$ cat config.mk
export PLATFORM = sky130hd
export DESIGN_NAME = mul_sequencer
export DESIGN_NICKNAME = d
export VERILOG_FILES = /design/src/rtl/mul_sequencer.sv
export SDC_FILE = /design/constraint.sdc
export NUM_CORES = 1
export LEC_CHECK = 0
export CAP_MARGIN = 30
export CORE_MARGIN = 2
export CORE_UTILIZATION = 39
export DETAILED_ROUTE_END_ITERATION = 16
export HOLD_SLACK_MARGIN = 0.06
export SLEW_MARGIN = 5
export SYNTH_ARGS = -nofsm -noshare
export SYNTH_HDL_FRONTEND = slang
export SYNTH_SLANG_ARGS = --single-unit
$ cat constraint.sdc
create_clock -name Clk -period 3.9 [get_ports Clk]
set_clock_uncertainty 0.2 [all_clocks]
set_input_delay 0.78 -clock Clk [delete_from_list [all_inputs] [get_ports Clk]]
set_output_delay 0.78 -clock Clk [all_outputs]
set_load 0.01 [all_outputs]
$ cat src/rtl/mul_sequencer.sv
// Iterative shift-add multiplier that stalls the pipeline for WIDTH+1 cycles
// and returns the low WIDTH bits of A*B with a one-cycle Done pulse.
module mul_sequencer #(
  parameter int WIDTH = 32
) (
  input  logic             Clk,
  input  logic             Rst_n,
  input  logic             Start,
  input  logic [WIDTH-1:0] A,
  input  logic [WIDTH-1:0] B,
  output logic             Stall,
  output logic             Busy,
  output logic             Done,
  output logic [WIDTH-1:0] Result
);

  localparam int CNT_W = $clog2(WIDTH) + 1;
  localparam logic [CNT_W-1:0] LAST = CNT_W'(WIDTH - 1);

  typedef enum logic [1:0] {
    IDLE = 2'd0,
    RUN  = 2'd1,
    DONE = 2'd2
  } state_t;

  state_t           state;
  logic [WIDTH-1:0] acc;
  logic [WIDTH-1:0] mcand;
  logic [WIDTH-1:0] mplier;
  logic [CNT_W-1:0] count;
  logic [WIDTH-1:0] acc_next;

  // Modular add: the carry out of the top bit is deliberately dropped.
  function automatic logic [WIDTH-1:0] add_wrap(input logic [WIDTH-1:0] x,
                                                input logic [WIDTH-1:0] y);
    return x + y;
  endfunction

  assign acc_next = mplier[0] ? add_wrap(acc, mcand) : acc;

  always_ff @(posedge Clk) begin
    if (!Rst_n) begin
      state  <= IDLE;
      acc    <= '0;
      mcand  <= '0;
      mplier <= '0;
      count  <= '0;
      Result <= '0;
    end else begin
      case (state)
        IDLE: begin
          if (Start) begin
            mcand  <= A;
            mplier <= B;
            acc    <= '0;
            count  <= '0;
            state  <= RUN;
          end
        end
        RUN: begin
          acc    <= acc_next;
          mcand  <= mcand << 1;
          mplier <= mplier >> 1;
          count  <= count + CNT_W'(1);
          // Final step folds into Result directly so DONE sees the full product.
          if (count == LAST) begin
            Result <= acc_next;
            state  <= DONE;
          end
        end
        DONE:    state <= IDLE;
        default: state <= IDLE;
      endcase
    end
  end

  // Stall must drop while reset is held even if the state register is still stale.
  assign Stall = Rst_n & (((state == IDLE) & Start) | (state == RUN));
  assign Busy  = (state == RUN);
  assign Done  = (state == DONE);

endmodule

* Word level (Yosys, flattened, before mapping) *
Cells that the tools add are included.

word-level totals
  flip-flop bits (word level) = 136
  input bits = 67
  output and inout bits = 35
  logic and storage cells = 33

operators by class
  $add $sub $neg = 2
  equality and inequality tests = 5
  mux-type cells = 12
  bitwise operators = 3
  reductions and logical operators = 5

operators by type and width
  operator                                                                  count
  32-bit one-hot mux with 2 select lines                                    3
  32-bit two-way mux                                                        4
  32-bit adder                                                              1
  6-bit one-hot mux with 2 select lines                                     1
  6-bit by 1-bit adder with 6-bit output (second input constant)            1
  6-bit by 5-bit equality test with 1-bit output (second input constant)    1
  6-bit two-way mux                                                         1
  2-bit AND reduction                                                       3
  2-bit two-way mux                                                         2
  2-bit one-hot mux with 2 select lines                                     1
  1-bit bitwise AND                                                         2
  2-bit by 1-bit equality test with 1-bit output (second input constant)    1
  2-bit equality test (second input constant)                               1
  2-bit zero test                                                           1
  2-bit by 1-bit inequality test with 1-bit output (second input constant)  1
  2-bit inequality test (second input constant)                             1
  2-bit nonzero test                                                        1
  1-bit OR                                                                  1

* Logic depth before layout (Yosys ltp) *
  word-level depth = 4
  depth in mapped cells = 10
  mapped depth without buffers = 10

* Worst setup path before layout *
No wires, ideal clock.

  kind = flip-flop to flip-flop
  start = register acc[0]
  end = register acc[28]
  setup time = 117 ps
  arrival = 2,443 ps
  required time = 3,583 ps
  setup slack = 1,140 ps
  stages on the path, launching flop included = 11
  cells stage by stage = dfxtp_1 > ha_1 > fa_1 > a21oi_1 > o21ai_0 > nand3_1 > a21oi_1 > o211a_1 > or2_1 > or3_1 > a32o_1

on the way
  cells in the longest elaborated chain, start to end = 3

RTL lines
  element                                 line  RTL
  from (decl)                             27    logic [WIDTH-1:0] acc;
  from (signal assigned)                  61    acc <= acc_next;
  32-bit adder                            36    return x + y;
  32-bit two-way mux                      39    assign acc_next = mplier[0] ? add_wrap(acc, mcand) : acc;
  32-bit one-hot mux with 2 select lines  50    case (state)

Every way passes these cells.
A chain may end at the register's enable or synchronous reset.

* Final worst setup path *
  start = input Start
  end = output Stall

on the way
  cells in the longest elaborated chain, start to end = 3

RTL lines
  element            line  RTL
  from (decl)        8     input logic Start,
  1-bit bitwise AND  78    assign Stall = Rst_n & (((state == IDLE) & Start) | (state == RUN));
  1-bit OR           78
  1-bit bitwise AND  78
  to (decl)          11    output logic Stall,

Every way passes these cells.

==> run metrics <==
Reg clk slew, reported paths 60 ps; register bit total from synthesis 136; path depth of the worst reg2reg path 10; cell area after synthesis 7040 um2; Synth Net Count 960; crit path from Start; slew margin rel. 49.8%; Max-Cap Viols 0; Worst path slowest cell clkdlybuf4s50_1; CTS max path bufs 2; Area contributors post-synth dfxtp_1 39%, nor2_1 9.4%, o221ai_1 7.7%; Pleak 3.38 nW; routed length per instance 16.1 um; Final WS setup 581 ps; hold path cells 2; largest net degree at the start of global routing 62; Detail Placement HPWL 13400 um; number of post-CTS setup repair buffers 0; Setup WS pre-CTS 585 ps; Worst Path Max Fanout 4; Tot Pwr 0.00359 W; part of the power in registers 42.1%; # setup viols final 0; routed vias 6450; port bufs 101; HP Start acc[26]$_SDFFE_PN0P_; H-tree levels 4; drt initial violations 418; run status complete, no violations; Site Rows 49; Setup crit end kind primary output; Comb pwr share 12.5%; vias per inst 5.49; GRT overflow 0; share of post-route cells with drive strength above 1 5.92%; clk root buf clkbuf_16; share of the synthesized area in the top cell type 38.7%; share of power burned in the clock network 45.4%; critical path startpoint category input pin; post-CTS resize count 0; Placer Congestion 0.893; Worst-Margin Slew 743 ps; # hold bufs at CTS 0; number of global-route vias before repair 6093; die height 138 um; initial antenna violation count 0; unrepaired setup endpoints after global routing no; TritonCTS clock tree built; Distinct cells, synth 59; Hold Path Class reg -> reg; r2r startpoint mcand[0]$_SDFFE_PN0P_; Yosys top cell by area dfxtp_1; drt first pass iters 4; Layout Nets 1033; DRT antenna net count 0; Mean Syn Cell Area 8.18 um2; Worst path max stage delay 540 ps; power per cell area 406 nW/um2; die area 19100 um2; gr usage total 20.0%; CP arrival 2340 ps; num ports 102; area grow syn2layout 25.8%; Main synth FF type dfxtp_1; filler cell count 1775; first-pass GRT wire length 31200 um; final setup TNS 0 ps; switching share of total power 25.8%; initial core utilization 39.4%; sequential share of the synthesized area 38.7%; Peak VDD IR 0.344 mV; final hold violations 0; Final Max Tran Viols 0; Cells after Synth 860; final WL 18900 um; final period utilization 85.1%; Ys Warns 0; Die W 138 um; Core Region 17800 um2; # DRC 0; n_diodes 0; TritonCTS buffer count 17; ys async rst share 0%; CP required 2920 ps; Clock Latency Late Sink 430 ps; Crit Path Class in -> out; CTS sink count 136; crit-path cells clkdlybuf4s50_1, nor2_1, or2_2, nor2_1, clkdlybuf4s50_1; min Tclk post-route 3320 ps; max frequency 301 MHz; Post-synth EDFFs 0; total internal power 0.00267 W; Net Sw Power 0.000926 W
-- cell usage in the layout (no fill, tap or decap), drive strengths merged, types with 6 or more instances in the layout --
| cell | netlist | final |
|---|---|---|
| nor4 | 6 | 6 |
| xor2 | 6 | 6 |
| ha | 32 | 32 |
| or3 | 6 | 6 |
| buf | 8 | 14 |
| o21ai | 57 | 57 |
| nor2 | 176 | 176 |
| dfxtp | 136 | 136 |
| a211oi | 16 | 16 |
| nand3 | 17 | 17 |
| a21oi | 55 | 55 |
| o21bai | 8 | 8 |
| o221ai | 62 | 62 |
| a22o | 13 | 13 |
| clkdlybuf4s50 | 0 | 100 |
| mux2i | 23 | 23 |
| nor3 | 8 | 8 |
| nand2 | 56 | 56 |
| clkbuf | 52 | 22 |
| inv | 15 | 15 |
| nand4 | 8 | 8 |
| a21o | 12 | 12 |
| xnor2 | 22 | 22 |
-- Yosys cell counts, types with 6 or more instances --
cell,number
nor2_1,176
dfxtp_1,136
o221ai_1,62
nand2_1,56
a21oi_1,54
o21ai_0,54
clkbuf_1,52
ha_1,32
mux2i_1,23
xnor2_1,22
nand3_1,17
a211oi_1,16
inv_1,15
a22o_1,13
a21o_1,12
nand4_1,8
nor3_1,8
o21bai_1,8
buf_1,7
nor4_1,6
or3_1,6
xor2_1,6
-- logic make-up (layout without fill, tap and decap cells) --
| logic type | after synthesis | count (layout) | synth area share [%] |
|---|---|---|---|
| buf+inv | 75 | 161 | 4.02 |
| compound gates | 264 | 264 | 26.2 |
| mux | 24 | 24 | 3.43 |
| fa+ha+maj | 33 | 33 | 5.97 |
| flops | 136 | 136 | 38.7 |
| xor+xnor | 28 | 28 | 3.48 |
| simple gates | 300 | 300 | 18.2 |
-- metal layers --
metal / part of all wire [%] / track usage, % / up-vias
met3: 5.2 / 5.26 / 20
met1: 50 / 27.5 / 2980
met4: 1.4 / 6.39 / 0
met5: 0 / 0 / -
li1: - / - / 3315
met2: 43 / 30.9 / 135
-- layout make-up --
cell class | count | area, um2 | area share (%)
Clock buffer | 22 | 484 | 5.47
Clock inverter | 10 | 119 | 1.34
Inverter | 15 | 56.3 | 0.636
Multi-Input combinational cell | 649 | 4050 | 45.8
Sequential cell | 136 | 2720 | 30.8
Tap cell | 229 | 287 | 3.24
Timing Repair Buffer | 114 | 1130 | 12.8
-- through the flow --
step,instances,cell area (um2),hold WS (ps),util [%]
finish,1175,8850,279,49.6
floorplan,860,7040,245,-
detailed placement,1142,8230,270,46.1
CTS,1174,8830,282,49.5
global route,1175,8850,301,49.6
global placement,1142,8230,266,46.1
-- state kept, by name, summed over array words and instances, names as in the netlist --
register  cells
mplier       32
acc          32
Result       32
mcand        32
state         2
count         6
-- power by group through the flow --
stage                     sequential, W  clock [W]  combinational [W]
final                           0.00151    0.00163           0.000451
after global routing            0.00152    0.00171           0.000500
after CTS                       0.00153    0.00165           0.000434
after detailed placement        0.00155          0           0.000431
after global placement          0.00155          0           0.000429
after floorplan                 0.00152          0           0.000297
-- path summary, 6_finish.rpt --
kind,to,slack (ps)
setup reg to reg,acc[28]$_SDFFE_PN0P_,880
hold / removal,acc[26]$_SDFFE_PN0P_,280
setup / recovery,Stall,580
hold reg to reg,acc[26]$_SDFFE_PN0P_,280
-- critical path: cells and delay by family --
| family | cells | cell delay, ps |
|---|---|---|
| buffers and inverters | 2 | 1040 |
| AND/OR/NAND/NOR | 3 | 510 |
No activity file was read; power rests on OpenSTA's default activity.
